[src/rtl/acq_run_sequencer_if.sv]
// Signal bundle between the host register file / acquisition controller and
// the run sequencer. The sequencer connects through the slave modport; the
// environment (register file plus controller) uses the master modport.
interface acq_run_sequencer_if;
   logic       GO;
   logic       CANCEL;
   logic [7:0] NUM_RUNS;
   logic [7:0] TIMEOUT_REVS;
   logic       FD_INDEX_IN;
   logic       ACQ_WAITING;
   logic       ACQ_ACQUIRING;
   logic       SR_R_FULL;
   logic       ACQ_START;
   logic       ACQ_ABORT;
   logic       BUSY;
   logic       DONE;
   logic [7:0] RUN_COUNT;
   logic [2:0] ERR;

   modport master (
      output GO, CANCEL, NUM_RUNS, TIMEOUT_REVS, FD_INDEX_IN,
             ACQ_WAITING, ACQ_ACQUIRING, SR_R_FULL,
      input  ACQ_START, ACQ_ABORT, BUSY, DONE, RUN_COUNT, ERR
   );

   modport slave (
      input  GO, CANCEL, NUM_RUNS, TIMEOUT_REVS, FD_INDEX_IN,
             ACQ_WAITING, ACQ_ACQUIRING, SR_R_FULL,
      output ACQ_START, ACQ_ABORT, BUSY, DONE, RUN_COUNT, ERR
   );
endinterface

[src/rtl/acq_run_sequencer.sv]
// Acquisition run sequencer: issues START for a programmed number of runs,
// supervises each run with acknowledge and index-revolution timeouts, and
// forces ABORT on timeout or host cancel. All outputs are registered and are
// derived from the next state so they line up with the state they describe.
module acq_run_sequencer #(
   parameter int ACK_TIMEOUT  = 16,
   parameter int ABORT_CYCLES = 4
) (
   input  logic               CLK_MASTER,
   input  logic               RESET,
   acq_run_sequencer_if.slave bus
);
   localparam int ACK_W   = (ACK_TIMEOUT  > 1) ? $clog2(ACK_TIMEOUT)  : 1;
   localparam int ABORT_W = (ABORT_CYCLES > 1) ? $clog2(ABORT_CYCLES) : 1;
   localparam logic [ACK_W-1:0]   ACK_LAST   = ACK_W'(ACK_TIMEOUT - 1);
   localparam logic [ABORT_W-1:0] ABORT_LAST = ABORT_W'(ABORT_CYCLES - 1);

   typedef enum logic [2:0] {
      S_IDLE, S_ARM, S_WAIT_ACK, S_RUNNING, S_ABORTING, S_FINISH
   } state_t;

   state_t             state_q, state_d;
   logic [7:0]         target_q, target_d;
   logic [7:0]         timeout_revs_q, timeout_revs_d;
   logic [7:0]         run_count_q, run_count_d;
   logic [2:0]         err_q, err_d;
   logic [ACK_W-1:0]   ack_cnt_q, ack_cnt_d;
   logic [7:0]         rev_cnt_q, rev_cnt_d;
   logic [ABORT_W-1:0] abort_cnt_q, abort_cnt_d;
   logic               cancel_flag_q, cancel_flag_d;
   logic               idx_prev_q, idx_prev_d;
   logic               acq_start_q, acq_start_d;
   logic               acq_abort_q, acq_abort_d;
   logic               busy_q, busy_d;
   logic               done_q, done_d;

   logic       idx_rise;
   logic [7:0] rev_cnt_cur;
   logic       idx_timeout;
   logic       status_active;
   logic [7:0] run_count_inc;

   // State register plus every registered output and counter
   always_ff @(posedge CLK_MASTER) begin
      if (RESET) begin
         state_q        <= S_IDLE;
         target_q       <= 8'd0;
         timeout_revs_q <= 8'd0;
         run_count_q    <= 8'd0;
         err_q          <= 3'd0;
         ack_cnt_q      <= '0;
         rev_cnt_q      <= 8'd0;
         abort_cnt_q    <= '0;
         cancel_flag_q  <= 1'b0;
         idx_prev_q     <= 1'b0;
         acq_start_q    <= 1'b0;
         acq_abort_q    <= 1'b0;
         busy_q         <= 1'b0;
         done_q         <= 1'b0;
      end else begin
         state_q        <= state_d;
         target_q       <= target_d;
         timeout_revs_q <= timeout_revs_d;
         run_count_q    <= run_count_d;
         err_q          <= err_d;
         ack_cnt_q      <= ack_cnt_d;
         rev_cnt_q      <= rev_cnt_d;
         abort_cnt_q    <= abort_cnt_d;
         cancel_flag_q  <= cancel_flag_d;
         idx_prev_q     <= idx_prev_d;
         acq_start_q    <= acq_start_d;
         acq_abort_q    <= acq_abort_d;
         busy_q         <= busy_d;
         done_q         <= done_d;
      end
   end

   // Next-state and datapath: run tracking, timeouts, cancel priority
   always_comb begin
      idx_rise      = bus.FD_INDEX_IN & ~idx_prev_q;
      status_active = bus.ACQ_WAITING | bus.ACQ_ACQUIRING;
      run_count_inc = run_count_q + 8'd1;
      // Revolution count including an edge seen this cycle (saturating)
      rev_cnt_cur   = rev_cnt_q;
      if ((state_q == S_WAIT_ACK || state_q == S_RUNNING) && idx_rise && rev_cnt_q != 8'hFF)
         rev_cnt_cur = rev_cnt_q + 8'd1;
      idx_timeout   = (timeout_revs_q != 8'd0) && (rev_cnt_cur >= timeout_revs_q);

      state_d        = state_q;
      target_d       = target_q;
      timeout_revs_d = timeout_revs_q;
      run_count_d    = run_count_q;
      err_d          = err_q;
      ack_cnt_d      = ack_cnt_q;
      rev_cnt_d      = rev_cnt_cur;
      abort_cnt_d    = abort_cnt_q;
      cancel_flag_d  = cancel_flag_q;
      idx_prev_d     = bus.FD_INDEX_IN;

      case (state_q)
         S_IDLE: begin
            if (bus.GO) begin
               target_d       = (bus.NUM_RUNS == 8'd0) ? 8'd1 : bus.NUM_RUNS;
               timeout_revs_d = bus.TIMEOUT_REVS;
               run_count_d    = 8'd0;
               err_d          = 3'd0;
               state_d        = S_ARM;
            end
         end
         S_ARM: begin
            ack_cnt_d = '0;
            rev_cnt_d = 8'd0;
            state_d   = S_WAIT_ACK;
         end
         S_WAIT_ACK: begin
            if (status_active) begin
               state_d = S_RUNNING;
            end else if (idx_timeout) begin
               err_d[1]      = 1'b1;
               state_d       = S_ABORTING;
               abort_cnt_d   = '0;
               cancel_flag_d = 1'b0;
            end else if (ack_cnt_q == ACK_LAST) begin
               err_d[0]      = 1'b1;
               state_d       = S_ABORTING;
               abort_cnt_d   = '0;
               cancel_flag_d = 1'b0;
            end else begin
               ack_cnt_d = ack_cnt_q + ACK_W'(1);
            end
         end
         S_RUNNING: begin
            if (bus.SR_R_FULL)
               err_d[2] = 1'b1;
            if (!status_active) begin
               // Completion wins over a simultaneous index timeout
               run_count_d = run_count_inc;
               if (run_count_inc == target_q || err_q[2] || bus.SR_R_FULL)
                  state_d = S_FINISH;
               else
                  state_d = S_ARM;
            end else if (idx_timeout) begin
               err_d[1]      = 1'b1;
               state_d       = S_ABORTING;
               abort_cnt_d   = '0;
               cancel_flag_d = 1'b0;
            end
         end
         S_ABORTING: begin
            if (abort_cnt_q == ABORT_LAST)
               state_d = cancel_flag_q ? S_IDLE : S_FINISH;
            else
               abort_cnt_d = abort_cnt_q + ABORT_W'(1);
         end
         S_FINISH: begin
            state_d = S_IDLE;
         end
         default: begin
            state_d = S_IDLE;
         end
      endcase

      // Host cancel overrides everything: no error bit, no run counted
      if (bus.CANCEL && state_q != S_IDLE && state_q != S_ABORTING) begin
         state_d       = S_ABORTING;
         abort_cnt_d   = '0;
         cancel_flag_d = 1'b1;
         err_d         = err_q;
         run_count_d   = run_count_q;
      end
   end

   // Output decode from the next state so the registered outputs track it
   always_comb begin
      acq_start_d = (state_d == S_ARM);
      acq_abort_d = (state_d == S_ABORTING);
      busy_d      = (state_d != S_IDLE);
      done_d      = (state_d == S_FINISH);
   end

   assign bus.ACQ_START = acq_start_q;
   assign bus.ACQ_ABORT = acq_abort_q;
   assign bus.BUSY      = busy_q;
   assign bus.DONE      = done_q;
   assign bus.RUN_COUNT = run_count_q;
   assign bus.ERR       = err_q;
endmodule

[src/flat_wrapper.sv]
// flat-port wrapper written by rule: the top's interface ports become plain ports
module acq_run_sequencer_flat 
#(
   parameter int ACK_TIMEOUT  = 16,
   parameter int ABORT_CYCLES = 4
)
  (CLK_MASTER, RESET, bus_GO, bus_CANCEL, bus_NUM_RUNS, bus_TIMEOUT_REVS, bus_FD_INDEX_IN, bus_ACQ_WAITING, bus_ACQ_ACQUIRING, bus_SR_R_FULL, bus_ACQ_START, bus_ACQ_ABORT, bus_BUSY, bus_DONE, bus_RUN_COUNT, bus_ERR);
  acq_run_sequencer_if bus_i ();
  input  logic CLK_MASTER;
  input  logic RESET;
  input wire logic [$bits(bus_i.GO)-1:0] bus_GO;
  input wire logic [$bits(bus_i.CANCEL)-1:0] bus_CANCEL;
  input wire logic [$bits(bus_i.NUM_RUNS)-1:0] bus_NUM_RUNS;
  input wire logic [$bits(bus_i.TIMEOUT_REVS)-1:0] bus_TIMEOUT_REVS;
  input wire logic [$bits(bus_i.FD_INDEX_IN)-1:0] bus_FD_INDEX_IN;
  input wire logic [$bits(bus_i.ACQ_WAITING)-1:0] bus_ACQ_WAITING;
  input wire logic [$bits(bus_i.ACQ_ACQUIRING)-1:0] bus_ACQ_ACQUIRING;
  input wire logic [$bits(bus_i.SR_R_FULL)-1:0] bus_SR_R_FULL;
  output wire logic [$bits(bus_i.ACQ_START)-1:0] bus_ACQ_START;
  output wire logic [$bits(bus_i.ACQ_ABORT)-1:0] bus_ACQ_ABORT;
  output wire logic [$bits(bus_i.BUSY)-1:0] bus_BUSY;
  output wire logic [$bits(bus_i.DONE)-1:0] bus_DONE;
  output wire logic [$bits(bus_i.RUN_COUNT)-1:0] bus_RUN_COUNT;
  output wire logic [$bits(bus_i.ERR)-1:0] bus_ERR;
  assign bus_i.GO = bus_GO;
  assign bus_i.CANCEL = bus_CANCEL;
  assign bus_i.NUM_RUNS = bus_NUM_RUNS;
  assign bus_i.TIMEOUT_REVS = bus_TIMEOUT_REVS;
  assign bus_i.FD_INDEX_IN = bus_FD_INDEX_IN;
  assign bus_i.ACQ_WAITING = bus_ACQ_WAITING;
  assign bus_i.ACQ_ACQUIRING = bus_ACQ_ACQUIRING;
  assign bus_i.SR_R_FULL = bus_SR_R_FULL;
  assign bus_ACQ_START = bus_i.ACQ_START;
  assign bus_ACQ_ABORT = bus_i.ACQ_ABORT;
  assign bus_BUSY = bus_i.BUSY;
  assign bus_DONE = bus_i.DONE;
  assign bus_RUN_COUNT = bus_i.RUN_COUNT;
  assign bus_ERR = bus_i.ERR;
  acq_run_sequencer #(.ACK_TIMEOUT(ACK_TIMEOUT), .ABORT_CYCLES(ABORT_CYCLES)) u_core (.CLK_MASTER(CLK_MASTER), .RESET(RESET), .bus(bus_i));
endmodule
[config.mk]
export PLATFORM = sky130hd
export DESIGN_NAME = acq_run_sequencer_flat
export DESIGN_NICKNAME = d
export VERILOG_FILES = /design/src/rtl/acq_run_sequencer_if.sv /design/src/rtl/acq_run_sequencer.sv /design/src/flat_wrapper.sv
export SDC_FILE = /design/constraint.sdc
export NUM_CORES = 1
export LEC_CHECK = 0
export CAP_MARGIN = 15
export CORE_ASPECT_RATIO = 0.8
export CORE_MARGIN = 5
export CORE_UTILIZATION = 30
export CTS_CLUSTER_SIZE = 25
export DETAILED_ROUTE_END_ITERATION = 10
export GPL_TIMING_DRIVEN = 0
export PLACE_DENSITY = 0.54
export SLEW_MARGIN = 20
export SYNTH_ARGS = -nofsm -noshare
export SYNTH_HDL_FRONTEND = slang
export SYNTH_SLANG_ARGS = --single-unit
[constraint.sdc]
create_clock -name CLK_MASTER -period 4.5 [get_ports CLK_MASTER]
set_input_delay 0.9 -clock CLK_MASTER [delete_from_list [all_inputs] [get_ports CLK_MASTER]]
set_output_delay 0.9 -clock CLK_MASTER [all_outputs]
set_load 0.01 [all_outputs]
### After elaboration in Yosys (flattened, before gate mapping)

Cells that the tools add are included.

| cells by class | value |
|---|---|
| add/subtract/negate cells | 4 |
| order comparisons | 1 |
| equality and inequality tests | 27 |
| mux-type cells | 44 |
| bitwise operators | 4 |
| reductions and logical operators | 29 |

Operators with widths:

| cell | count |
|---|---|
| $mux W3 | 11 |
| $mux W8 | 4 |
| $add A8 B1 Y8 const B | 2 |
| $ne A2 B2 Y1 const B | 8 |
| $pmux W8 S2 | 1 |
| $pmux W3 S5 | 1 |
| $reduce_bool A3 Y1 | 5 |
| $mux W2 | 7 |
| $mux W4 | 3 |
| $reduce_and A4 Y1 | 3 |
| $reduce_and A6 Y1 | 2 |
| $mux W1 | 11 |
| $reduce_and A5 Y1 | 2 |
| $eq A3 B3 Y1 const B | 3 |
| $ne A3 B2 Y1 const B | 3 |
| $eq A8 B8 Y1 | 1 |
| $ge A8 B8 Y1 | 1 |
| $logic_not A8 Y1 | 1 |
| $ne A8 B8 Y1 const B | 1 |
| $pmux W4 S2 | 1 |
| $reduce_bool A8 Y1 | 1 |
| $eq A3 B1 Y1 const B | 2 |
| $eq A3 B2 Y1 const B | 2 |
| $ne A3 B3 Y1 const B | 2 |
| 18 further kinds | 31 |

| storage, ports and cells | value |
|---|---|
| register bits | 50 |
| input port bits | 24 |
| output and inout bits | 15 |
| word-level logic and storage cells | 125 |

### Logic depth before layout (Yosys ltp)

Gate-level depths: netlist of the first run.

| depth | value |
|---|---|
| depth after elaboration | 12 |
| mapped depth | 14 |
| gate-level depth less buffers | 14 |

### Worst setup path before layout of the first run

Ideal clock, no wire load.

| timing | value |
|---|---|
| path type | input to register |
| from | input bus_FD_INDEX_IN |
| to | register u_core.ack_cnt_q[2] |
| library setup time | 0.070 ns |
| data arrival time | 3.470 ns |
| data required time | 4.430 ns |
| slack | 0.960 ns |
| stages | 9 |
| buffers on the path | 0 |
| cell sequence | nand3b_1 > a31oi_1 > mux2_2 > ha_1 > a2111oi_0 > a2111oi_2 > o41a_1 > or3_1 > a21oi_1 |

| between the ends | value |
|---|---|
| longest elaborated chain between the ends | 8 |

Ends and longest elaborated chain:

| what | RTL line | text |
|---|---|---|
| from (decl) | flat_wrapper.sv:15 | `input wire logic [$bits(bus_i.FD_INDEX_IN)-1:0] bus_FD_INDEX_IN;` |
| $and A1 B1 Y1 | acq_run_sequencer.sv:80 | `idx_rise = bus.FD_INDEX_IN & ~idx_prev_q;` |
| $logic_and A1 B1 Y1 (2 in a row) | acq_run_sequencer.sv:85 | `if ((state_q == S_WAIT_ACK \|\| state_q == S_RUNNING) && idx_rise && rev_cnt_q != 8'hFF)` |
| $mux W8 | acq_run_sequencer.sv:85 |  |
| named net u_core.rev_cnt_cur[1] | acq_run_sequencer.sv:38 | `logic [7:0] rev_cnt_cur;` |
| $ge A8 B8 Y1 | acq_run_sequencer.sv:87 | `idx_timeout = (timeout_revs_q != 8'd0) && (rev_cnt_cur >= timeout_revs_q);` |
| $logic_and A1 B1 Y1 | acq_run_sequencer.sv:87 |  |
| $ne A2 B2 Y1 (no line) | n/a |  |
| $reduce_and A4 Y1 (no line) | n/a |  |
| to (signal assigned) | acq_run_sequencer.sv:66 | `ack_cnt_q <= ack_cnt_d;` |
| to (decl) | acq_run_sequencer.sv:27 | `logic [ACK_W-1:0] ack_cnt_q, ack_cnt_d;` |

The timed path passes the listed nets, and every way through them passes these cells.
A chain may end at the register's enable or synchronous reset.

### Worst setup path in the final report of the first run

| timing | value |
|---|---|
| from | input bus_FD_INDEX_IN |
| to | register u_core.busy_q (netlist: u_core.bus.BUSY) |

| between the ends | value |
|---|---|
| longest elaborated chain between the ends | 11 |
| elaborated cells between the ends (all ways) | 13 |
| those cells by class | order compare (1); mux (7); bitwise (1); reduce/logical (4) |

Ends and longest elaborated chain:

| what | RTL line | text |
|---|---|---|
| $and A1 B1 Y1 (*) | acq_run_sequencer.sv:80 |  |
| $logic_and A1 B1 Y1 (*) (2 in a row) | acq_run_sequencer.sv:85 |  |
| $mux W8 (*) | acq_run_sequencer.sv:85 |  |
| named net u_core.rev_cnt_cur[1] | acq_run_sequencer.sv:38 |  |
| $ge A8 B8 Y1 (*) | acq_run_sequencer.sv:87 |  |
| $logic_and A1 B1 Y1 (*) | acq_run_sequencer.sv:87 |  |
| $mux W3 (on tied branches) | acq_run_sequencer.sv:142, acq_run_sequencer.sv:118 |  |
| $mux W3 (on tied branches) | acq_run_sequencer.sv:135, acq_run_sequencer.sv:116 |  |
| $pmux W3 S5 (*) | acq_run_sequencer.sv:100 | `case (state_q)` |
| $mux W3 (*) | acq_run_sequencer.sv:164 | `if (bus.CANCEL && state_q != S_IDLE && state_q != S_ABORTING) begin` |
| $reduce_bool A3 Y1 (*) | acq_run_sequencer.sv:177 | `busy_d = (state_d != S_IDLE);` |
| to (signal assigned) | acq_run_sequencer.sv:73 | `busy_q <= busy_d;` |
| to (decl) | acq_run_sequencer.sv:34 | `logic busy_q, busy_d;` |

The timed path passes the listed nets; every way through them passes the cells marked *.

==> impl_metrics.toml, run 1 <==
[routing]
dr.pass1.iters = 4
drc = 0
wl_per_cell_um = 14.09
final_antenna_net_count = 0
drt-total-wl_mm = 6.917
dr_total_vias = 2520
viasPerCell = 5.132
drt_iter0_drc = 79

[synth]
synth_edf_count = 0
syn_inst = 334
async_reset_ff_share_pct = 0
syn_area_per_cell_um2 = 8.002
ys_seq_area_share_pct = 37.45
syn_area_um2 = 2673
yosys_warnings = 0
ys_ff_latch = 50
synth_ff_type = "dfxtp_1"
synth.distinct_cells = 52
syn_nets = 370

[cts]
clk_latency_ns = 0.31
clk_root_buffer_cell = "clkbuf_8"
cts-buffers-inserted = 5
clk_pin_slew_worst_paths_ns = 0.10
cts_tree = "done"
cts.sinks = 50
clock_path_buffers = 2
h-tree-depth = 2
hold_buffers = 0

[critical_path]
critPathBufInv = 2
worst-endpoint-required_ns = 4.71
critical-path-max-stage-delay_ns = 0.75
cp_max_fo = 7
cp_top_family = "compound AO/OA/AOI/OAI gates"
crit_path_start_kind = "input port"
cp-end-kind = "flop"
crit_type = "in -> reg"
cp.arrival_ns = 4.38
cp_cell_sequence = "clkdlybuf4s50_1 > nand3b_1 > a31oi_2 > mux2_2 > ha_1 > a2111oi_0 > a2111oi_2 > nor2_1 > o211ai_1 > inv_1 > a211o_1"
crit_slowest_cell = "a2111oi_2"
timing.rr.start = "u_core.state_q[1]"
ff2ff_setup_slack_ns = 0.51
r2r_end = "u_core.bus.BUSY"
reg2reg_depth = 11

[power]
leakagePower_nw = 1.197
p_total_mw = 1.594
ir_drop_uv = 219.2
cellPowerDensity_nw_per_um2 = 481.9

[placed_design]
post-dp-hpwl_mm = 5.289
io_buffers = 37
gp_congestion = 0.8013

[sta]
final.period_utilization_pct = 92.67
whs_ns = 0.4791
rsz0062_at_grt = "false"
setup_viol = 0
slew_headroom_pct = 42.10
maxSlewViolCount = 0
layout_min_cycle_time_ns = 4.170
final.setup.tns_ns = 0
worst_slew_pin_slew_ns = 0.8564
clock.fmax_mhz = 239.8
clock-skew-final_ns = 0.004365
hold_violations = 0

[floorplanning]
die_y_um = 94.42
die_x_um = 115.5
dieArea_um2 = 10910
rows = 30
core_um2 = 8596
io_pins = 39
start_util_pct = 31.09

[global_route]
grt_max_degree = 17
antenna_found_initial = 0
overflow = 0
grt_first_pass_wirelength_mm = 11.32
grtUsageTotal_pct = 12.91
first_global_vias = 2378

[final_layout]
diodes = 0
num-fill-cells = 908
mostFrequentLayoutCells = "dfxtp_1 (50), nand2_1 (43), a21oi_1 (38), clkdlybuf4s50_1 (37), nor2_1 (26)"
final_common_cell = "dfxtp_1"
nNetsFinal = 414
drive_gt1_share_pct = 6.069
area_growth_pct = 23.78

[min_path]
holdPathStages = 2
holdCritStartpoint = "u_core.target_q[2]"
holdPathEnd = "u_core.target_q[2]"
hold_class = "reg -> reg"

[flow_run]
cap_violations = 0

[outcome]
outcome = "complete, no violations"
-- stage by stage --
step / std cells / utilization [%] / setup slack (ns) / cell area, um^2
6_report: 491 / 38.49 / 0.3296 / 3308
5_1_grt: 491 / 38.49 / 0.04519 / 3308
4_1_cts: 491 / 38.36 / 0.2153 / 3297
3_5_place_dp: 483 / 37.03 / -0.1263 / 3183
3_3_place_gp: 483 / 37.03 / -0.07347 / 3183
2_1_floorplan: 334 / - / 0.9605 / 2673
-- cell families (layout without fill, tap and decap cells) --
group                    after synthesis  count (layout)  synth area share, %
XOR/XNOR                              16              16                5.244
buffers and inverters                 21              66                2.996
AND/OR/NAND/NOR                      150             150                29.12
AO/OA/AOI/OAI                         83              83                18.77
adder cells (fa/ha/maj)               12              12                5.618
multiplexers                           2               2               0.7959
flip-flops                            50              50                37.45
-- routing by layer --
metal	up-vias	track usage (%)	part of all wire (%)
met5	-	0	0
met2	65	19.36	43
met1	1170	18.51	51
li1	1274	-	-
met4	0	4.692	1.7
met3	11	2.178	4.6
-- area by class of cell --
type,count,area [um^2],share of cell area (%)
Buffer,11,42.54,1.286
Clock buffer,5,68.82,2.080
Clock inverter,3,45.04,1.362
Inverter,10,37.54,1.135
Multi-Input combinational cell,263,1603,48.45
Sequential cell,50,1001,30.26
Tap cell,112,140.1,4.236
Timing Repair Buffer,37,370.4,11.20
-- worst min-delay path: stages (launching register included) --
cell	delay, ns
dfxtp_1	0.33
nand2_1	0.05
a21oi_1	0.06
-- cells in the mapped netlist, drive strengths merged (2+ instances only) --
cell	instances	area [um^2]
a41oi	2	17.52
or3	8	50.05
a31oi	3	18.77
and2	8	50.05
nand2	43	161.4
nor2	27	108.9
xor2	3	26.28
or4	4	37.53
dfxtp	50	1001
a21o	3	22.52
nor2b	5	31.28
ha	12	150.1
inv	10	37.54
clkbuf	10	37.54
o21ai	20	100.1
nand3b	3	22.52
a2111oi	2	23.77
and3	7	43.79
or3b	5	43.80
o211ai	2	15.01
a21oi	39	198.9
nand3	8	40.04
nor3	14	70.07
nand4	5	31.28
nand2b	8	50.05
xnor2	13	113.9
-- repair_timing --
| item | CTS | global route |
|---|---|---|
| gates resized for setup | 0 | 1 |
| setup buffers | 0 | 0 |
| setup endpoints to repair | 0 | 3 |
-- power by group --
group | switching, mW | internal, mW
Sequential | 0.0553 | 0.519
Clock | 0.163 | 0.166
Combinational | 0.408 | 0.284
Total | 0.626 | 0.968
-- how the worst max path moves through the flow --
stage,start,endpoint,cells after the start
floorplan,bus_FD_INDEX_IN,u_core.ack_cnt_q[2],9
global placement,bus_FD_INDEX_IN,u_core.bus.BUSY,11
detailed placement,bus_FD_INDEX_IN,u_core.bus.BUSY,11
CTS,bus_FD_INDEX_IN,u_core.bus.BUSY,11
global route,bus_FD_INDEX_IN,u_core.bus.BUSY,11
finish,bus_FD_INDEX_IN,u_core.bus.BUSY,11
-- flip-flops by register name, summed over array words and instances, names as in the netlist, 2 cells and up --
register / cells
u_core.state_q: 3
u_core.abort_cnt_q: 2
u_core.bus.ERR: 3
u_core.bus.RUN_COUNT: 8
u_core.ack_cnt_q: 4
u_core.rev_cnt_q: 8
u_core.target_q: 8
u_core.timeout_revs_q: 8
Power figures use the tool's default switching activity.
==> run 2: changes to the inputs <==
--- a/config.mk
+++ b/config.mk
@@ -6,7 +6,7 @@
 export NUM_CORES = 1
 export LEC_CHECK = 0
 export CAP_MARGIN = 15
-export CORE_ASPECT_RATIO = 0.8
+export CORE_ASPECT_RATIO = 0.5
 export CORE_MARGIN = 5
 export CORE_UTILIZATION = 30
 export CTS_CLUSTER_SIZE = 25
==> impl_metrics.toml, run 2 (synthesized netlist as in run 1, its figures left out) <==
[flow_run]
cap_violations = 0

[global_route]
grt_util_met1_pct = 18.55
first_global_vias = 2385
grt_busiest_layer = "met2"
antenna_found_initial = 0
grtUsageMet2_pct = 18.78
use_met3_pct = 2.672
grtUsageTotal_pct = 12.72
grt_first_pass_wirelength_mm = 11.43
grt_max_degree = 15
overflow = 0

[critical_path]
critical-path-max-stage-delay_ns = 0.59
cp-end-kind = "flop"
worst-endpoint-required_ns = 4.72
cp_cell_sequence = "clkdlybuf4s50_1 > nand3b_1 > a31oi_1 > xnor2_1 > ha_1 > nand2b_1 > a2111oi_1 > a2111oi_4 > o41a_1 > or3_1 > a21oi_1"
cp_max_fo = 7
cp.arrival_ns = 4.39
crit_path_start_kind = "input port"
crit_slowest_cell = "a2111oi_1"
crit_type = "in -> reg"

[sta]
setup_viol = 0
hold_violations = 0
rsz0062_at_grt = "false"
final.period_utilization_pct = 92.60
final.setup.tns_ns = 0
clock-skew-final_ns = 0.006979
whs_ns = 0.4735
maxSlewViolCount = 0
slew_headroom_pct = 39.87
worst_slew_pin_slew_ns = 0.8894
fin_ws_ns = 0.3331
layout_min_cycle_time_ns = 4.167
clock.fmax_mhz = 240.0

[min_path]
hold_class = "reg -> reg"

[placed_design]
io_buffers = 37
pre_cts_ws_ns = -0.1893
gp_congestion = 0.8649
placed_area_um2 = 3189
post-dp-hpwl_mm = 5.170
dp_cells = 488

[cts]
clk_pin_slew_worst_paths_ns = 0.06
clock_path_buffers = 2
hold_buffers = 0
clk_latency_ns = 0.29
cts-buffers-inserted = 5
cts_tree = "done"
cts.sinks = 50
h-tree-depth = 2
cts_setup_buffers = 0
clk_root_buffer_cell = "clkbuf_16"

[power]
ir_drop_uv = 208.7
cellPowerDensity_nw_per_um2 = 504.1
p_total_mw = 1.699
leakagePower_nw = 1.226

[routing]
drc = 0
dr_total_vias = 2443
drt-total-wl_mm = 6.695
dr.pass1.iters = 4
viasPerCell = 4.925
final_antenna_net_count = 0
wl_per_cell_um = 13.50
drt_iter0_drc = 118

[final_layout]
area_growth_pct = 26.12
final_common_cell = "dfxtp_1"
final-seq-area_um2 = 1001
nNetsFinal = 414
final_area_um2 = 3371
mostFrequentLayoutCells = "dfxtp_1 (50), nand2_1 (43), a21oi_1 (38), clkdlybuf4s50_1 (37), nor2_1 (26)"
drive_gt1_share_pct = 5.277
multi_input_area_um2 = 1610
num-fill-cells = 930
diodes = 0
fin_cells = 496
postLayoutCoreUtil_pct = 38.71

[outcome]
outcome = "complete, no violations"

[floorplanning]
die_y_um = 76.74
rows = 24
io_pins = 39
dieArea_um2 = 11010
die_x_um = 143.5
start_util_pct = 30.69
core_um2 = 8708
-- run 2: cell count changes in the layout (fill, tap and decap cells not counted), sizes merged --
cell,before,now
clkinvlp,2,0
clkbuf,15,17
-- run 2: worst paths after layout --
path | cells after the start | end | start | slack (ns)
setup / recovery | 11 | u_core.ack_cnt_q[2] | bus_FD_INDEX_IN | 0.33
hold / removal | 2 | u_core.timeout_revs_q[7] | u_core.timeout_revs_q[7] | 0.47
setup reg to reg | 11 | u_core.ack_cnt_q[2] | u_core.state_q[1] | 0.54
hold reg to reg | 2 | u_core.timeout_revs_q[7] | u_core.timeout_revs_q[7] | 0.47
-- run 2: routing by layer --
layer | vias up | wire length (um)
li1 | 1277 | -
met1 | 1112 | 3520
met2 | 47 | 2829
met3 | 7 | 272
met4 | 0 | 72
met5 | - | 0
-- run 2: worst max-delay path, delay by kind of cell --
kind	cells	cell delay (ns)
XOR/XNOR	1	0.21
AO/OA/AOI/OAI	5	1.87
adder cells (fa/ha/maj)	1	0.32
AND/OR/NAND/NOR	3	0.62
buffers and inverters	1	0.47
-- run 2: report_power, final --
group | switching (mW) | total, mW | internal, mW
registers | 0.0528 | 0.573 | 0.520
logic | 0.415 | 0.704 | 0.290
clock network | 0.159 | 0.422 | 0.263
total | 0.627 | 1.70 | 1.07
-- run 2: area by class of cell --
class | instances | area share [%]
Tap cell | 117 | 4.343
Inverter | 10 | 1.114
Multi-Input combinational cell | 263 | 47.77
Clock buffer | 7 | 3.935
Buffer | 11 | 1.262
Timing Repair Buffer | 37 | 10.99
Clock inverter | 1 | 0.8909
Sequential cell | 50 | 29.70
-- run 2: timing repair --
item	4_1_cts	5_1_grt
endpoints found under the setup margin	0	1
hold endpoints to repair	0	0
resized for setup	0	2
==> run 3: changes to the inputs <==
--- a/config.mk
+++ b/config.mk
@@ -6,13 +6,15 @@
 export NUM_CORES = 1
 export LEC_CHECK = 0
 export CAP_MARGIN = 15
+export CELL_PAD_IN_SITES_DETAIL_PLACEMENT = 1
+export CELL_PAD_IN_SITES_GLOBAL_PLACEMENT = 1
 export CORE_ASPECT_RATIO = 0.5
 export CORE_MARGIN = 5
-export CORE_UTILIZATION = 30
+export CORE_UTILIZATION = 40
 export CTS_CLUSTER_SIZE = 25
 export DETAILED_ROUTE_END_ITERATION = 10
 export GPL_TIMING_DRIVEN = 0
-export PLACE_DENSITY = 0.54
+export PLACE_DENSITY = 0.84
 export SLEW_MARGIN = 20
 export SYNTH_ARGS = -nofsm -noshare
 export SYNTH_HDL_FRONTEND = slang
==> impl_metrics.toml, run 3 (synthesized netlist as in run 1, its figures left out) <==
[routing]
viasPerCell = 5.423
drt_iter0_drc = 100
dr_total_vias = 2554
final_antenna_net_count = 0
wl_per_cell_um = 16.16
drt-total-wl_mm = 7.613
drc = 0
dr.pass1.iters = 4

[critical_path]
cp-end-kind = "flop"
crit_path_start_kind = "input port"
critPathBufInv = 1
worst-endpoint-required_ns = 4.72
r2r_end = "u_core.ack_cnt_q[3]"
cp_top_family = "compound AO/OA/AOI/OAI gates"
ff2ff_setup_slack_ns = 0.40
reg2reg_depth = 10
cp_max_fo = 7
timing.rr.start = "u_core.state_q[1]"
cp.arrival_ns = 4.49
crit_slowest_cell = "a2111oi_0"
crit_type = "in -> reg"
cp_cell_sequence = "clkdlybuf4s50_1 > nand3b_1 > a31oi_1 > mux2_2 > ha_1 > a2111oi_0 > a2111oi_4 > o41a_1 > or3_1 > a21oi_1"
critical-path-max-stage-delay_ns = 0.64

[cts]
clk_latency_ns = 0.30
cts_tree = "done"
h-tree-depth = 2
cts.sinks = 50
cts-buffers-inserted = 5
hold_buffers = 0
clock_path_buffers = 2
clk_root_buffer_cell = "clkbuf_16"
clk_pin_slew_worst_paths_ns = 0.06

[sta]
maxSlewViolCount = 0
final.setup.tns_ns = 0
clock-skew-final_ns = 0.006674
worst_slew_pin_slew_ns = 1.008
rsz0062_at_grt = "false"
whs_ns = 0.4756
hold_violations = 0
fin_ws_ns = 0.2353
setup_viol = 0
layout_min_cycle_time_ns = 4.265
slew_headroom_pct = 31.85
clock.fmax_mhz = 234.5
final.period_utilization_pct = 94.77

[final_layout]
mostFrequentLayoutCells = "dfxtp_1 (50), nand2_1 (43), a21oi_1 (38), clkdlybuf4s50_1 (37), nor2_1 (26)"
fin_cells = 471
final_common_cell = "dfxtp_1"
diodes = 0
multi_input_area_um2 = 1609
nNetsFinal = 414
postLayoutCoreUtil_pct = 50.45
final_area_um2 = 3327
final-seq-area_um2 = 1001
num-fill-cells = 804
drive_gt1_share_pct = 5.805
area_growth_pct = 24.48

[floorplanning]
dieArea_um2 = 8515
rows = 21
die_x_um = 125.6
die_y_um = 67.80
start_util_pct = 40.52
core_um2 = 6595
io_pins = 39

[outcome]
outcome = "complete, no violations"

[global_route]
grtUsageTotal_pct = 18.51
overflow = 0
first_global_vias = 2674
grt_first_pass_wirelength_mm = 12.55
antenna_found_initial = 0
grt_max_degree = 16

[min_path]
holdCritStartpoint = "u_core.target_q[6]"
holdPathEnd = "u_core.target_q[6]"
holdPathStages = 2
hold_class = "reg -> reg"

[placed_design]
pre_cts_ws_ns = -0.1781
dp_cells = 463
placed_area_um2 = 3158
post-dp-hpwl_mm = 5.964
gp_congestion = 0.8492
io_buffers = 37

[power]
leakagePower_nw = 1.220
p_total_mw = 1.692
cellPowerDensity_nw_per_um2 = 508.5
ir_drop_uv = 216.1

[flow_run]
cap_violations = 0
[run 3: cell type report]
class	instances	share of cell area, %
Timing Repair Buffer	37	11.13
Inverter	10	1.128
Clock inverter	2	0.3761
Buffer	11	1.279
Sequential cell	50	30.09
Clock buffer	6	4.174
Multi-Input combinational cell	263	48.36
Tap cell	92	3.460
[run 3: worst reg2reg max path, stage by stage, from the launching register on]
cell       delay, ns
dfxtp_1         0.35
nor2b_1         0.48
nand3b_1        0.17
a31oi_1         0.49
mux2_2          0.42
ha_1            0.27
a2111oi_0       0.64
a2111oi_4       0.18
o41a_1          0.45
or3_1           0.39
a21oi_1         0.17
[run 3: power by group]
part / leakage, nW / total, mW / switching, mW / internal [mW]
clock: 0.0729 / 0.387 / 0.167 / 0.220
combinational: 0.740 / 0.728 / 0.439 / 0.289
sequential: 0.407 / 0.577 / 0.0567 / 0.520
total: 1.22 / 1.69 / 0.662 / 1.03
[run 3: worst max path at each step]
stage / from / endpoint / slack [ns] / cells past startpoint
CTS: bus_FD_INDEX_IN / u_core.bus.BUSY / 0.09 / 12
global placement: bus_FD_INDEX_IN / u_core.bus.BUSY / -0.02 / 11
finish: bus_FD_INDEX_IN / u_core.ack_cnt_q[3] / 0.24 / 10
detailed placement: bus_FD_INDEX_IN / u_core.bus.BUSY / -0.18 / 12
global route: bus_FD_INDEX_IN / u_core.ack_cnt_q[3] / 0.08 / 11
floorplan: bus_FD_INDEX_IN / u_core.ack_cnt_q[2] / 0.96 / 9
[run 3: routing by layer]
layer / vias up / share of wire [%] / global-route usage, %
li1: 1276 / - / -
met1: 1244 / 47 / 21.91
met2: 29 / 50 / 34.44
met3: 5 / 2.1 / 3.870
met4: 0 / 0.55 / 5.676
met5: - / 0 / 0
[run 3: what timing repair did]
action	4_1_cts	5_1_grt
hold endpoints to repair	0	0
gates resized for setup	0	1
setup buffers	0	0
endpoints found under the setup margin	0	1
